[src/rtl/mem_port_sched.sv]
// mem_port_sched: orders buffered committed stores and one speculative load onto the single memory data port
module mem_port_sched #(
    parameter int SB_DEPTH = 4
) (
    input  logic        clk,
    input  logic        rst,
    input  logic        rdy,
    input  logic        rollback,
    input  logic        st_valid,
    output logic        st_ready,
    input  logic [31:0] st_addr,
    input  logic [2:0]  st_len,
    input  logic [31:0] st_data,
    input  logic        ld_valid,
    input  logic [31:0] ld_addr,
    input  logic [2:0]  ld_len,
    output logic        ld_done,
    output logic [31:0] ld_data,
    output logic        sb_empty,
    output logic        mem_en,
    output logic        mem_rw,
    output logic [31:0] mem_addr,
    output logic [2:0]  mem_len,
    output logic [31:0] mem_w_data,
    input  logic        mem_done,
    input  logic [31:0] mem_r_data
);
    localparam int AW = $clog2(SB_DEPTH);
    typedef enum logic [1:0] {IDLE, LD, ST, GAP} state_t;
    state_t state, state_next;
    logic [31:0] sb_addr [SB_DEPTH];
    logic [2:0]  sb_len  [SB_DEPTH];
    logic [31:0] sb_data [SB_DEPTH];
    logic [AW-1:0] head, tail, off;
    logic [AW:0] count, count_next;
    logic full, nonempty, push, pop, addr_hit, blocked, issue_st, issue_ld, finish_ld;
    assign full = count == (AW+1)'(SB_DEPTH);
    assign nonempty = count != '0;
    assign st_ready = !full && rdy;
    assign push = st_valid && st_ready;
    assign blocked = nonempty && (addr_hit || ld_addr[17:16] == 2'b11);
    assign count_next = count + (AW+1)'(push) - (AW+1)'(pop);
    // only entries between head and head+count are live
    always_comb begin
        addr_hit = 1'b0;
        off = '0;
        for (int i = 0; i < SB_DEPTH; i++) begin
            off = AW'(i) - head;
            if ({1'b0, off} < count && sb_addr[i][31:2] == ld_addr[31:2]) addr_hit = 1'b1;
        end
    end
    always_comb begin
        state_next = state;
        issue_st = 1'b0;
        issue_ld = 1'b0;
        pop = 1'b0;
        finish_ld = 1'b0;
        if (rdy) begin
            case (state)
                IDLE: begin
                    if (!rollback && nonempty && (full || blocked || !ld_valid)) begin
                        issue_st = 1'b1;
                        state_next = ST;
                    end else if (!rollback && ld_valid) begin
                        issue_ld = 1'b1;
                        state_next = LD;
                    end
                end
                LD: begin
                    finish_ld = mem_done && !rollback;
                    state_next = (mem_done || rollback) ? GAP : LD;
                end
                ST: begin
                    pop = mem_done;
                    state_next = mem_done ? GAP : ST;
                end
                default: state_next = IDLE;
            endcase
        end
    end
    always_ff @(posedge clk) begin
        if (push) begin
            sb_addr[tail] <= st_addr;
            sb_len[tail] <= st_len;
            sb_data[tail] <= st_data;
        end
    end
    always_ff @(posedge clk or posedge rst) begin
        if (rst) begin
            state <= IDLE;
            head <= '0;
            tail <= '0;
            count <= '0;
            mem_en <= 1'b0;
            mem_rw <= 1'b0;
            mem_addr <= '0;
            mem_len <= '0;
            mem_w_data <= '0;
            ld_done <= 1'b0;
            ld_data <= '0;
            sb_empty <= 1'b1;
        end else if (rdy) begin
            state <= state_next;
            head <= head + AW'(pop);
            tail <= tail + AW'(push);
            count <= count_next;
            ld_done <= finish_ld;
            sb_empty <= count_next == '0 && state_next != ST;
            if (finish_ld) ld_data <= mem_r_data;
            if (issue_st) begin
                mem_en <= 1'b1;
                mem_rw <= 1'b1;
                mem_addr <= sb_addr[head];
                mem_len <= sb_len[head];
                mem_w_data <= sb_data[head];
            end else if (issue_ld) begin
                mem_en <= 1'b1;
                mem_rw <= 1'b0;
                mem_addr <= ld_addr;
                mem_len <= ld_len;
                mem_w_data <= '0;
            end else if ((state == LD || state == ST) && state_next == GAP) begin
                mem_en <= 1'b0;
                mem_rw <= 1'b0;
            end
        end else begin
            ld_done <= 1'b0;
        end
    end
endmodule

[config.mk]
export PLATFORM = sky130hd
export DESIGN_NAME = mem_port_sched
export DESIGN_NICKNAME = d
export VERILOG_FILES = /design/src/rtl/mem_port_sched.sv
export SDC_FILE = /design/constraint.sdc
export NUM_CORES = 1
export LEC_CHECK = 0
export BUFFER_PORTS_ARGS = -buffer_cell sky130_fd_sc_hd__buf_2
export CORE_AREA = 8 8 187 189
export CTS_CLUSTER_DIAMETER = 40
export DETAILED_ROUTE_END_ITERATION = 6
export DIE_AREA = 0 0 195 197
export PLACE_DENSITY = 0.75
export SETUP_SLACK_MARGIN = 0.05
export SYNTH_ARGS = -nofsm -noshare
export SYNTH_HDL_FRONTEND = slang
export SYNTH_SLANG_ARGS = --single-unit
export TNS_END_PERCENT = 10
[constraint.sdc]
create_clock -name clk -period 5.7 [get_ports clk]
set_input_delay 0.285 -clock clk [delete_from_list [all_inputs] [get_ports clk]]
set_output_delay 0.285 -clock clk [all_outputs]
set_load 0.02 [all_outputs]
**Word-level counts from Yosys, hierarchy flattened**

Memory sizes are Yosys's and may differ from the RTL's.
Index checks and enable logic that the tools add are counted.

- Memories: 3
- Input port bits: 141
- Logic and storage cells: 101
- RAM bits: 268
- Flip-flop bits (word level): 112
- Output and inout port bits: 104

- Add/sub/neg operators: 8
- Reduce and logical (&&, ||, !) cells: 29
- Mux-type cells: 35
- Equality and inequality tests: 10
- Magnitude comparators: 4

Memories:

| memory | words | width | read ports | clocked after Yosys merged registers in | wr ports | RTL line | RTL |
|---|---|---|---|---|---|---|---|
| sb_addr | 4 | 32 | 5 | 0 | 1 | 31 | `logic [31:0] sb_addr [SB_DEPTH];` |
| sb_data | 4 | 32 | 1 | 0 | 1 | 33 | `logic [31:0] sb_data [SB_DEPTH];` |
| sb_len | 4 | 3 | 1 | 0 | 1 | 32 | `logic [2:0] sb_len [SB_DEPTH];` |

Operators with widths:

| cell | count |
|---|---|
| $mux W32 | 4 |
| $eq A30 B30 Y1 | 4 |
| $mux W1 | 24 |
| $logic_and A1 B1 Y1 | 13 |
| $lt A2 B3 Y1 | 4 |
| $mux W2 | 4 |
| $eq A2 B2 Y1 const B | 3 |
| $mux W3 | 2 |
| $pmux W2 S3 | 1 |
| $reduce_and A2 Y1 | 3 |
| $reduce_bool A3 Y1 | 2 |
| $logic_or A1 B1 Y1 | 5 |
| $add A2 B1 Y2 | 2 |
| $sub A1 B2 Y2 const A | 2 |
| $sub A2 B2 Y2 const A | 2 |
| $add A3 B1 Y3 | 1 |
| $eq A3 B3 Y1 const B | 1 |
| $logic_not A1 Y1 | 3 |
| $logic_not A3 Y1 | 1 |
| $sub A3 B1 Y3 | 1 |
| $eq A2 B1 Y1 const B | 1 |
| $logic_not A2 Y1 | 1 |
| $ne A2 B2 Y1 const B | 1 |
| $reduce_bool A2 Y1 | 1 |

**Depth between registers and ports, before layout**

Gate-level depths: netlist of run 1.

- Depth in word-level cells: 20
- Depth in mapped cells: 15
- Mapped depth without buffers: 13

**Least setup slack after synthesis of run 1**

Ideal clock, no wire load.

- Path type: input to register
- Start point: input port rdy
- End point: memory sb_addr[2][0] (enable)
- Stages on the path: 5
- Buffers on the path: 1
- Data required time: 5.111 ns
- Arrival: 6.207 ns
- Library setup time: 0.589 ns
- Setup slack: -1.096 ns
- Cells stage by stage: clkbuf_1 inv_1 a21oi_1 nand2_1 nor3b_1

- Cells in the longest elaborated chain, start to end: 4

RTL lines:

| item | RTL line | RTL |
|---|---|---|
| from (decl) | 7 | `input logic rdy,` |
| $logic_and A1 B1 Y1 | 39 | `assign st_ready = !full && rdy;` |
| net st_ready | 10 | `output logic st_ready,` |
| $logic_and A1 B1 Y1 | 40 | `assign push = st_valid && st_ready;` |
| $mux W1 | 82 | `if (push) begin` |
| $mux W1 (not written as such) | 83 | `sb_addr[tail] <= st_addr;` |
| to (decl) | 31 |  |

The timed path passes the listed nets, and every way through them passes these cells.

**Final worst setup path of run 1**

- Start point: register head[0]
- End point: register mem_addr[30]

- Cells in the longest elaborated chain, start to end: 17
- Elaborated cells on any way between the ends: 31
- Those cells by class: add/sub: 4; order compare: 4; mux: 11; reduce/logical: 11; memory: 1

RTL lines:

| item | RTL line | RTL |
|---|---|---|
| from (decl) | 34 | `logic [AW-1:0] head, tail, off;` |
| from (signal assigned) | 104 | `head <= head + AW'(pop);` |
| $sub A1 B2 Y2 | 48 | `off = AW'(i) - head;` |
| $lt A2 B3 Y1 | 49 | `if ({1'b0, off} < count && sb_addr[i][31:2] == ld_addr[31:2]) addr_hit = 1'b1;` |
| $logic_and A1 B1 Y1 | 49 |  |
| $mux W1 (4 in series) | 49 |  |
| $logic_or A1 B1 Y1 | 41 | `assign blocked = nonempty && (addr_hit \|\| ld_addr[17:16] == 2'b11);` |
| $logic_and A1 B1 Y1 | 41 |  |
| $logic_or A1 B1 Y1 (2 in series) | 61 | `if (!rollback && nonempty && (full \|\| blocked \|\| !ld_valid)) begin` |
| $logic_and A1 B1 Y1 | 61 |  |
| $mux W1 | 61 |  |
| $mux W1 | 59 | `case (state)` |
| $mux W1 | 58 | `if (rdy) begin` |
| $reduce_bool A2 Y1 (no line) | -- |  |
| $reduce_and A2 Y1 (no line) | -- |  |
| to (signal assigned) | 113 | `mem_addr <= sb_addr[head];` |
| to (signal assigned) | 119 | `mem_addr <= ld_addr;` |
| to (decl) | 22 | `output logic [31:0] mem_addr,` |

Parallel ways exist; a longest one is shown, timed or not.
A chain may end at the register's enable or synchronous reset.

==> flow_summary.yaml, run 1 <==
min_path:
  whs_endpoint: "mem_len[1]$_DFFE_PP0P_"
  hold_start: "ld_len[1]"
  holdPathStages: 3
  hold_class: "input port to flop"
drt:
  routedWlPerCell_um: 22.6
  drt-initial-drc-count: 750
  drc_errors: 0
  via_per_inst: 5.52
  ant_nets: 0
  first_pass_iters: 5
  vias: 10304
  wl_um: 42200
setup_path:
  critPathArrivalTime_ps: 4240
  worstPathMaxFanout: 70
  critical_path.cell_chain: "xnor2_1 > ha_1 > a2111o_1 > a21oi_1 > nand4_1 > nand3_2 > o2111a_4 > buf_12 > nor2_1 > a221o_1"
  cp-end-kind: "flop"
  critPathMaxStageDelay_ps: 930
  cp_slowest_cell: "dfrtp_4"
  reg2reg_to: "mem_addr[30]$_DFFE_PP0P_"
  reg2reg_from: "head[0]$_DFFE_PP0P_"
  path_class: "flop to flop"
  cp-start-kind: "flop"
  worst_ep_required_time_ps: 6140
  r2r.worst_path.cells: 10
  reg2reg_slack_ps: 1900
die:
  die_w_um: 195
  die_y_um: 197
  io_pins: 245
  dieArea_um2: 38400
  core_um2: 32000
  num_rows: 66
  initial_core_util_pct: 50.4
sta:
  skew_ps: 19.7
  fin_crit_ps: 3800
  rsz0062_at_grt: "no"
  fmax_mhz: 263
  hold_viol_final: 0
  finalCritPeriodShare_pct: 66.7
  setup_tns_ps: 0
  max_slew_margin_pct: 35.0
  tightest_slew_ps: 976
  setup_viol: 0
  drv_slew: 0
clock_tree:
  root_buffer: "clkbuf_16"
  ctsResizeCount: 0
  numCtsBuffers: 50
  clock-sinks: 380
  clk_latency_ps: 560
  clk_pin_slew_ps: 60
  cts_max_level: 2
  cts_tree: "built"
  clk_path_buf_depth: 3
cells_and_area:
  utilization_pct: 63.5
  area_delta_synth_final_pct: 26.0
  drive_gt1_share_pct: 29.2
  nets: 1570
  final_area_um2: 20300
synth:
  yosysWarnings: 0
  synth.most_common_cell: "edfxtp_1"
  synth_edf_count: 268
  synthCells: 1084
  netlist_area_um2: 16100
  synth.largest_area_cell: "edfxtp_1"
  synth.distinct_cells: 46
  synth_top_flop_cell: "edfxtp_1"
  async_flop_share_pct: 29.5
  yosysSeqAreaShare_pct: 67.2
  syn-mean-instance-area_um2: 14.9
  synth_seq_cells: 380
  synth_area_leaders: "edfxtp_1, dfrtp_1, mux4_2, xnor2_1, nand2_1"
  yosys-top-cells-count: "edfxtp_1, nand2_1, dfrtp_1"
  syn_nets: 1238
  synth_top_area_share_pct: 49.9
power_and_ir_drop:
  clockPowerShare_pct: 31.9
  p_leak_uw: 0.00797
  p_int_uw: 6520
  power_frac_seq_pct: 40.9
  switching_share_pct: 32.6
  power_density_nw_per_um2: 476
  power_frac_comb_pct: 27.3
  p_sw_uw: 3150
  max-vdd-ir-drop_mv: 0.279
global_route:
  grt_pass1_vias: 10912
  antenna_found_initial: 9
  grt_max_degree: 74
  grt_use_total_pct: 21.8
  grt_first_pass_wirelength_um: 64300
  grt_remaining_overflow: 0
placed_design:
  place_area_um2: 17600
  place_congestion: 0.897
  dp_hpwl_um: 27100
  port_buffers: 244
run:
  cap_violations: 0
run_status:
  status: "completed"
registers in the layout, summed over array words and instances (netlist names), 2 cells and up:
| name | flops |
|---|---|
| sb_addr | 128 |
| sb_data | 128 |
| ld_data | 32 |
| mem_addr | 32 |
| mem_w_data | 32 |
| sb_len | 12 |
| count | 3 |
| mem_len | 3 |
| head | 2 |
| state | 2 |
| tail | 2 |
worst max-delay path by stage:
stage	start	to	slack [ps]	cells after the start
6_report	head[0]$_DFFE_PP0P_	mem_addr[30]$_DFFE_PP0P_	1900	10
5_1_grt	head[0]$_DFFE_PP0P_	mem_addr[24]$_DFFE_PP0P_	1520	11
3_3_place_gp	head[0]$_DFFE_PP0P_	mem_addr[24]$_DFFE_PP0P_	1960	11
3_5_place_dp	head[0]$_DFFE_PP0P_	mem_addr[30]$_DFFE_PP0P_	1900	10
2_1_floorplan	rdy	sb_addr[0][0]$_DFFE_PP_	-710	5
4_1_cts	head[0]$_DFFE_PP0P_	mem_addr[30]$_DFFE_PP0P_	1850	10
critical path: cells and delay by family, from the launching register on:
| family | cells | cell delay [ps] |
|---|---|---|
| buffers and inverters | 1 | 360 |
| AND/OR/NAND/NOR | 3 | 350 |
| flip-flops | 1 | 930 |
| adder cells (fa/ha/maj) | 1 | 230 |
| XOR/XNOR | 1 | 220 |
| AO/OA/AOI/OAI | 4 | 1520 |
logic make-up (layout without fill, tap and decap cells):
kind of cell	after synthesis	count (layout)	synth area share [%]
AO/OA/AOI/OAI	97	97	4.33
XOR/XNOR	126	126	6.84
adder cells (fa/ha/maj)	13	13	1.05
buffers and inverters	94	467	2.87
flip-flops	380	380	67.2
multiplexers	74	74	9.80
other	0	2	0
AND/OR/NAND/NOR	300	300	7.86
cells in the final DEF, fill, tap and decap left out, types with 4 or more instances in the layout:
cell	synthesis	layout
edfxtp_1	268	268
buf_2	37	244
nand2_1	207	207
xnor2_1	110	110
dfrtp_1	111	109
dlygate4sd3_1	0	101
mux4_2	67	67
clkbuf_16	0	51
o21ai_0	40	40
nor2_1	35	34
a221o_1	31	31
nand4_1	27	27
xor2_1	16	16
inv_1	15	14
buf_4	4	13
ha_1	12	12
a21oi_1	12	11
nand3_1	8	7
nor3_1	7	6
inv_6	0	6
clkbuf_1	25	6
clkinv_4	0	6
clkinvlp_4	0	6
mux2i_1	5	5
clkinv_2	0	5
nor4_1	4	4
bufinv_16	0	4
area by class of cell:
cell class,count,area [um2]
diodes,2,5.00
clock buffers,58,1310
clock inverters,35,367
fillers,2277,11700
inverters,15,58.8
multi-input cells,610,4880
flip-flops and latches,380,10900
well taps,408,510
repair buffers,359,2350
per-layer routing:
layer  up-vias  part of all wire [%]  GRT usage, %
met5         -                  0.22             0
met4        14                   2.6          7.33
met3        92                   8.3          6.81
met2       411                    49          36.6
met1      5129                    40          26.6
li1       4658                     -             -
per-stage QoR:
step	worst slack, ps	cells	total power [uW]	hold WS (ps)
after floorplan	-712	1084	5680	384
after global routing	1520	1867	10100	24.0
after detailed placement	1900	1671	6590	457
after global placement	1960	1671	6520	452
after CTS	1850	1865	9750	10.1
final	1900	1867	9680	39.1
what timing repair did:
action / in CTS / in global routing
hold buffers: 101 / 0
setup endpoints to repair: 0 / 0
buffers inserted: 0 / 0
endpoints found under the hold margin: 350 / 0
power by group through the flow:
stage	Sequential [uW]	Combinational (uW)	Clock, uW
3_5_place_dp	4000	2590	0
5_1_grt	4020	2870	3250
4_1_cts	3950	2660	3140
3_3_place_gp	3980	2540	0
2_1_floorplan	4280	1400	0
6_report	3950	2640	3080
Power figures use the tool's default switching activity.
==> run 2: changes to the inputs <==
Settings changed: CORE_AREA 8 8 187 189 to 8 8 178 180, DIE_AREA 0 0 195 197 to 0 0 186 188, PLACE_DENSITY 0.75 to 0.79.
Clock period 5.7 ns to 3.7 ns, I/O delays scaled along.
==> run 2 against run 1 <==
  * Wire length is 0.84% higher
  * Worst hold slack got worse by 29 ps
  * Total power rose by 54%
  * Fmax up 25%
  * Register-to-register slack got worse by 1200 ps
  * Sequential power is 54% higher
  * Die area down 9.0%
  * Setup slack worse by 1200 ps
  * Design area increased by 1.0%
  * Largest cell class unchanged
  * Highest routed layer unchanged
==> flow_summary.yaml, run 2 (synthesis results as in run 1) <==
drt:
  routedWlPerCell_um: 22.7
  via_per_inst: 5.75
  drt-initial-drc-count: 653
  vias: 10763
  first_pass_iters: 5
  wl_um: 42500
  ant_nets: 0
  drc_errors: 0
die:
  dieArea_um2: 35000
  die_w_um: 186
  io_pins: 245
  core_um2: 29000
  die_y_um: 188
  initial_core_util_pct: 55.6
  num_rows: 63
placed_design:
  dp_hpwl_um: 26400
  port_buffers: 244
  pre_cts_slack_ps: 671
  place_congestion: 0.909
  place_area_um2: 17700
power_and_ir_drop:
  clockPowerShare_pct: 31.5
  p_leak_uw: 0.00807
  p_int_uw: 10100
  p_sw_uw: 4870
  finalPower_uw: 14900
  power_density_nw_per_um2: 727
  power_frac_seq_pct: 40.7
  switching_share_pct: 32.6
  max-vdd-ir-drop_mv: 0.493
  power_frac_comb_pct: 27.8
run_status:
  status: "completed"
min_path:
  hold_class: "input port to flop"
sta:
  setup_tns_ps: 0
  fmax_mhz: 330
  setup_viol: 0
  hold_viol_final: 0
  rsz0062_at_grt: "no"
  max_slew_margin_pct: 39.5
  finalCritPeriodShare_pct: 82.0
  tightest_slew_ps: 907
  drv_slew: 0
  setup_ws_ps: 668
  fin_crit_ps: 3030
  skew_ps: 20.3
clock_tree:
  clk_path_buf_depth: 3
  clock-sinks: 380
  clk_latency_ps: 550
  hold_buffers: 122
  root_buffer: "clkbuf_16"
  cts_max_level: 2
  cts_setup_buffers: 0
  numCtsBuffers: 48
  ctsResizeCount: 0
  clk_pin_slew_ps: 60
  cts_tree: "built"
cells_and_area:
  layout_common_cells: "edfxtp_1, buf_2, nand2_1"
  drive_gt1_share_pct: 28.6
  utilization_pct: 70.8
  mostFrequentLayoutCell: "edfxtp_1"
  nets: 1591
  reg.largest.list: "sb_addr: 128 flops, sb_data: 128 flops"
  area_delta_synth_final_pct: 27.3
  final_area_um2: 20500
setup_path:
  cp-start-kind: "flop"
  cp-end-kind: "flop"
  worstPathMaxFanout: 76
  cp_slowest_cell: "dfrtp_4"
  cp_num_buf_inv: 2
  critPathArrivalTime_ps: 3460
  critPathMaxStageDelay_ps: 620
  cp_top_family: "compound AO/OA/AOI/OAI gates"
  worst_ep_required_time_ps: 4130
  path_class: "flop to flop"
  critical_path.cell_chain: "xnor2_1 > inv_1 > ha_1 > a2111o_1 > a21oi_1 > nand3_1 > nand4_2 > o2111a_4 > buf_12 > nor2_1 > a221o_1"
global_route:
  grt_remaining_overflow: 0
  grt_pass1_vias: 11303
  grt_max_degree: 77
  antenna_found_initial: 5
  grt_use_total_pct: 24.2
  grt_first_pass_wirelength_um: 64700
run:
  cap_violations: 0
-- run 2: cell count changes in the layout (fill, tap and decap cells not counted), sizes merged --
| cell | before | now |
|---|---|---|
| clkinvlp | 6 | 3 |
| clkbuf | 58 | 61 |
| inv | 25 | 27 |
| dlygate4sd3 | 101 | 122 |
| clkinv | 15 | 9 |
| diode | 2 | 4 |
| bufinv | 4 | 5 |
| buf | 258 | 260 |
-- run 2: worst register-to-register path, stage by stage (launching register included) --
cell and delay (ps):
dfrtp_4 620, xnor2_1 260, inv_1 70, ha_1 170, a2111o_1 410, a21oi_1 150, nand3_1 120, nand4_2 170
o2111a_4 250, buf_12 290, nor2_1 130, a221o_1 270
-- run 2: routing by layer --
| layer | track usage [%] | vias to the layer above | part of all wire (%) |
|---|---|---|---|
| met5 | 0 | - | 0.033 |
| met4 | 8.92 | 2 | 3.2 |
| met3 | 5.81 | 110 | 8.9 |
| met2 | 40.7 | 539 | 50 |
| met1 | 30.1 | 5403 | 38 |
| li1 | - | 4709 | - |
-- run 2: layout make-up --
type	count	area (um2)
clock buffers	61	1290
inverters	15	58.8
clock inverters	29	335
repair buffers	382	2630
fillers	1839	8460
diodes	4	10.0
well taps	390	488
multi-input cells	610	4880
flip-flops and latches	380	10900
-- run 2: per-stage QoR --
| stage | instances | hold slack (ps) |
|---|---|---|
| 3_3_place_gp | 1655 | 282 |
| 4_1_cts | 1867 | 0.330 |
| 2_1_floorplan | 1084 | 284 |
| 6_report | 1871 | 9.72 |
| 5_1_grt | 1871 | 7.44 |
| 3_5_place_dp | 1655 | 288 |
-- run 2: power groups by stage --
stage               Combinational, uW  Sequential [uW]  Clock, uW
floorplan                        2160             6590          0
global placement                 3940             6090          0
detailed placement               4030             6120          0
CTS                              4190             6060       4760
global route                     4490             6170       4940
finish                           4160             6080       4700
-- run 2: final timing paths --
path                                         start  slack (ps)  cells after the start                          to
max in group asynchronous                      rst        2550                      4         head[1]$_DFFE_PP0P_
max                            head[0]$_DFFE_PP0P_         670                     11     mem_addr[3]$_DFFE_PP0P_
min in group asynchronous                      rst         250                      3  mem_w_data[26]$_DFFE_PP0P_
max reg2reg                    head[0]$_DFFE_PP0P_         670                     11     mem_addr[3]$_DFFE_PP0P_
min reg2reg                ld_data[21]$_DFFE_PP0P_         470                      2     ld_data[21]$_DFFE_PP0P_
min                                     ld_addr[9]          10                      2     mem_addr[9]$_DFFE_PP0P_
==> run 3: changes to the inputs <==
Settings changed: ABC_AREA from default to 1, CORE_AREA 8 8 178 180 to 8 8 188 190, DIE_AREA 0 0 186 188 to 0 0 196 198, PLACE_DENSITY 0.79 to 0.75.
Clock period 3.7 ns to 2.7 ns, I/O delays scaled along.
==> run 3 against run 2 <==
  * The run now ends with setup timing left
  * Synthesized cell count grew 33%
  * Largest cell class unchanged
  * Combinational power grew 53%
  * Worst hold slack gained 21 ps
  * Clock skew grew 15 ps
  * Critical path depth grew 10
  * Fmax grew 10%
  * Area after synthesis grew 0.62%
  * Sequential cell count is the same
  * Via count grew 18%
  * Non-clock buffer count grew 44
  * Design area grew 4.6%
==> flow_summary.yaml, run 3 <==
cells_and_area:
  layout_common_cells: "nand2_1, edfxtp_1, buf_2"
  mostFrequentLayoutCell: "nand2_1"
  nets: 1999
  reg.largest.list: "sb_addr: 128 flops, sb_data: 128 flops"
  area_delta_synth_final_pct: 32.4
  drive_gt1_share_pct: 24.1
drt:
  drt-initial-drc-count: 1179
  ant_nets: 0
  wl_um: 48400
  via_per_inst: 5.53
  vias: 12730
  first_pass_iters: 5
  routedWlPerCell_um: 21.0
  drc_errors: 0
power_and_ir_drop:
  finalPower_uw: 21000
  power_density_nw_per_um2: 975
  p_leak_uw: 0.00931
  max-vdd-ir-drop_mv: 0.954
sta:
  skew_ps: 35.1
  setup_ws_ps: -46.6
  fin_crit_ps: 2750
  rsz0062_at_grt: "yes"
  finalCritPeriodShare_pct: 102
  drv_slew: 0
  fmax_mhz: 364
  setup_viol: 52
  tightest_slew_ps: 948
  max_slew_margin_pct: 36.8
  hold_viol_final: 0
  setup_tns_ps: -775
die:
  die_y_um: 198
  io_pins: 245
  dieArea_um2: 38800
  num_rows: 66
  core_um2: 32200
  die_w_um: 196
  initial_core_util_pct: 50.4
placed_design:
  port_buffers: 244
  place_congestion: 0.909
  dp_hpwl_um: 29800
synth:
  async_flop_share_pct: 29.5
  syn_nets: 1591
  synth.most_common_cell: "nand2_1"
  yosysWarnings: 0
  synth_top_area_share_pct: 49.6
  synth.distinct_cells: 41
  yosysSeqAreaShare_pct: 66.8
  synth.largest_area_cell: "edfxtp_1"
  netlist_area_um2: 16200
  synth_seq_cells: 380
  synth_area_leaders: "edfxtp_1, dfrtp_1, nand2_1, xnor2_1, nand3_1"
  synthCells: 1437
  syn-mean-instance-area_um2: 11.3
  yosys-top-cells-count: "nand2_1, edfxtp_1, dfrtp_1"
  synth_edf_count: 268
  synth_top_flop_cell: "edfxtp_1"
global_route:
  grt_first_pass_wirelength_um: 73000
  grt_pass1_vias: 13078
  grt_max_degree: 62
  grt_use_total_pct: 24.0
  use_met1_pct: 30.0
  use_met2_pct: 41.0
  grt_remaining_overflow: 0
  gr-usage-met3_pct: 4.96
  grt-busiest-layer: "met2"
  antenna_found_initial: 7
setup_path:
  cp-end-kind: "flop"
  critPathMaxStageDelay_ps: 440
  cp_slowest_cell: "dfrtp_2"
  cp-start-kind: "flop"
  cp_num_buf_inv: 6
  critical_path.cell_chain: "buf_6 > nor2_4 > nor2_4 > inv_2 > ha_4 > inv_2 > nor2_1 > a22oi_1 > nand3_1 > nor2_1 > nand3_1 > nand3_2 > o21bai_2 > nand2_2 > nand2_4 > nor2_4 > inv_4 > nand2_8 > inv_16 > clkbuf_16 > a21o_1"
  cpMostUsedCell: "nor2_4"
  critPathArrivalTime_ps: 3170
  cp_top_family: "simple AND/OR/NAND/NOR gates"
  worstPathMaxFanout: 9
  path_class: "flop to flop"
  worst_ep_required_time_ps: 3120
clock_tree:
  root_buffer: "clkbuf_16"
  clk_latency_ps: 560
  numCtsBuffers: 49
  clk_path_buf_depth: 3
  cts_tree: "built"
  clk_pin_slew_ps: 60
  cts_max_level: 2
  clock-sinks: 380
run_status:
  violations: "setup timing"
  status: "finished with violations"
min_path:
  hold_class: "input port to flop"
run:
  cap_violations: 0
==> run 3: cell types whose count changed in the layout (fill, tap and decap cells not counted), sizes merged, moves of 28 or more <==
cell   delta
inv      +84
mux4     -67
a221o    -31
nand3    +61
nor2     +33
a22oi    +28
xnor2    -69
nand2   +206
==> run 3: final timing paths <==
check / start / end / slack, ps / cells after the start
max: head[1]$_DFFE_PP0P_ / mem_w_data[30]$_DFFE_PP0P_ / -50 / 21
min: ld_addr[25] / mem_addr[25]$_DFFE_PP0P_ / 30 / 3
max reg2reg: head[1]$_DFFE_PP0P_ / mem_w_data[30]$_DFFE_PP0P_ / -50 / 21
min reg2reg: ld_data[20]$_DFFE_PP0P_ / ld_data[20]$_DFFE_PP0P_ / 470 / 2
max in group asynchronous: rst / ld_data[13]$_DFFE_PP0P_ / 1600 / 4
min in group asynchronous: rst / mem_w_data[23]$_DFFE_PP0P_ / 240 / 3
==> run 3: logic make-up after synthesis <==
group           share of synthesized area, %
simple gates                            14.3
flops                                   66.8
compound gates                          9.15
buf+inv                                 4.51
xor+xnor                                4.15
fa+ha+maj                               1.05
==> run 3: power breakdown <==
group,internal [uW],total (uW),switching (uW)
clock,3990,6530,2550
sequential,7380,8070,684
combinational,2240,6360,4120
total,13600,21000,7350
==> run 3: area by class of cell <==
type	instances	area [um2]
fillers	2349	10700
repair buffers	426	3150
repair inverters	1	8.76
flip-flops and latches	380	10900
inverters	103	409
multi-input cells	884	4880
clock buffers	64	1400
clock inverters	28	280
diodes	6	15.0
well taps	408	510
==> run 3: what timing repair did <==
item	4_1_cts	5_1_grt
setup buffers	1	2
hold buffers	135	0
pin swaps	0	29
cloned	0	5
gates resized for setup	2	51
setup endpoints to repair	69	71
endpoints found under the hold margin	364	0
==> run 3: stage by stage <==
step	area, um2	cells	setup slack, ps	hold WS (ps)	util [%]
floorplan	16300	1437	-350	234	-
global placement	18200	2059	41.5	287	56.4
detailed placement	18200	2059	-21.7	280	56.4
CTS	21200	2287	13.9	5.98	65.8
global route	21500	2299	-152	35.8	66.8
finish	21500	2300	-46.6	30.8	66.8
==> run 3: metal layers <==
metal  share of wire [%]  vias up
li1                    -     5778
met1                  39     6173
met2                  49      649
met3                 8.6      126
met4                 3.4        4
met5               0.033        -
==> run 3: worst min-delay path: stages <==
cell and delay [ps]:
buf_2 160, nand3_1 130, nand3_2 80
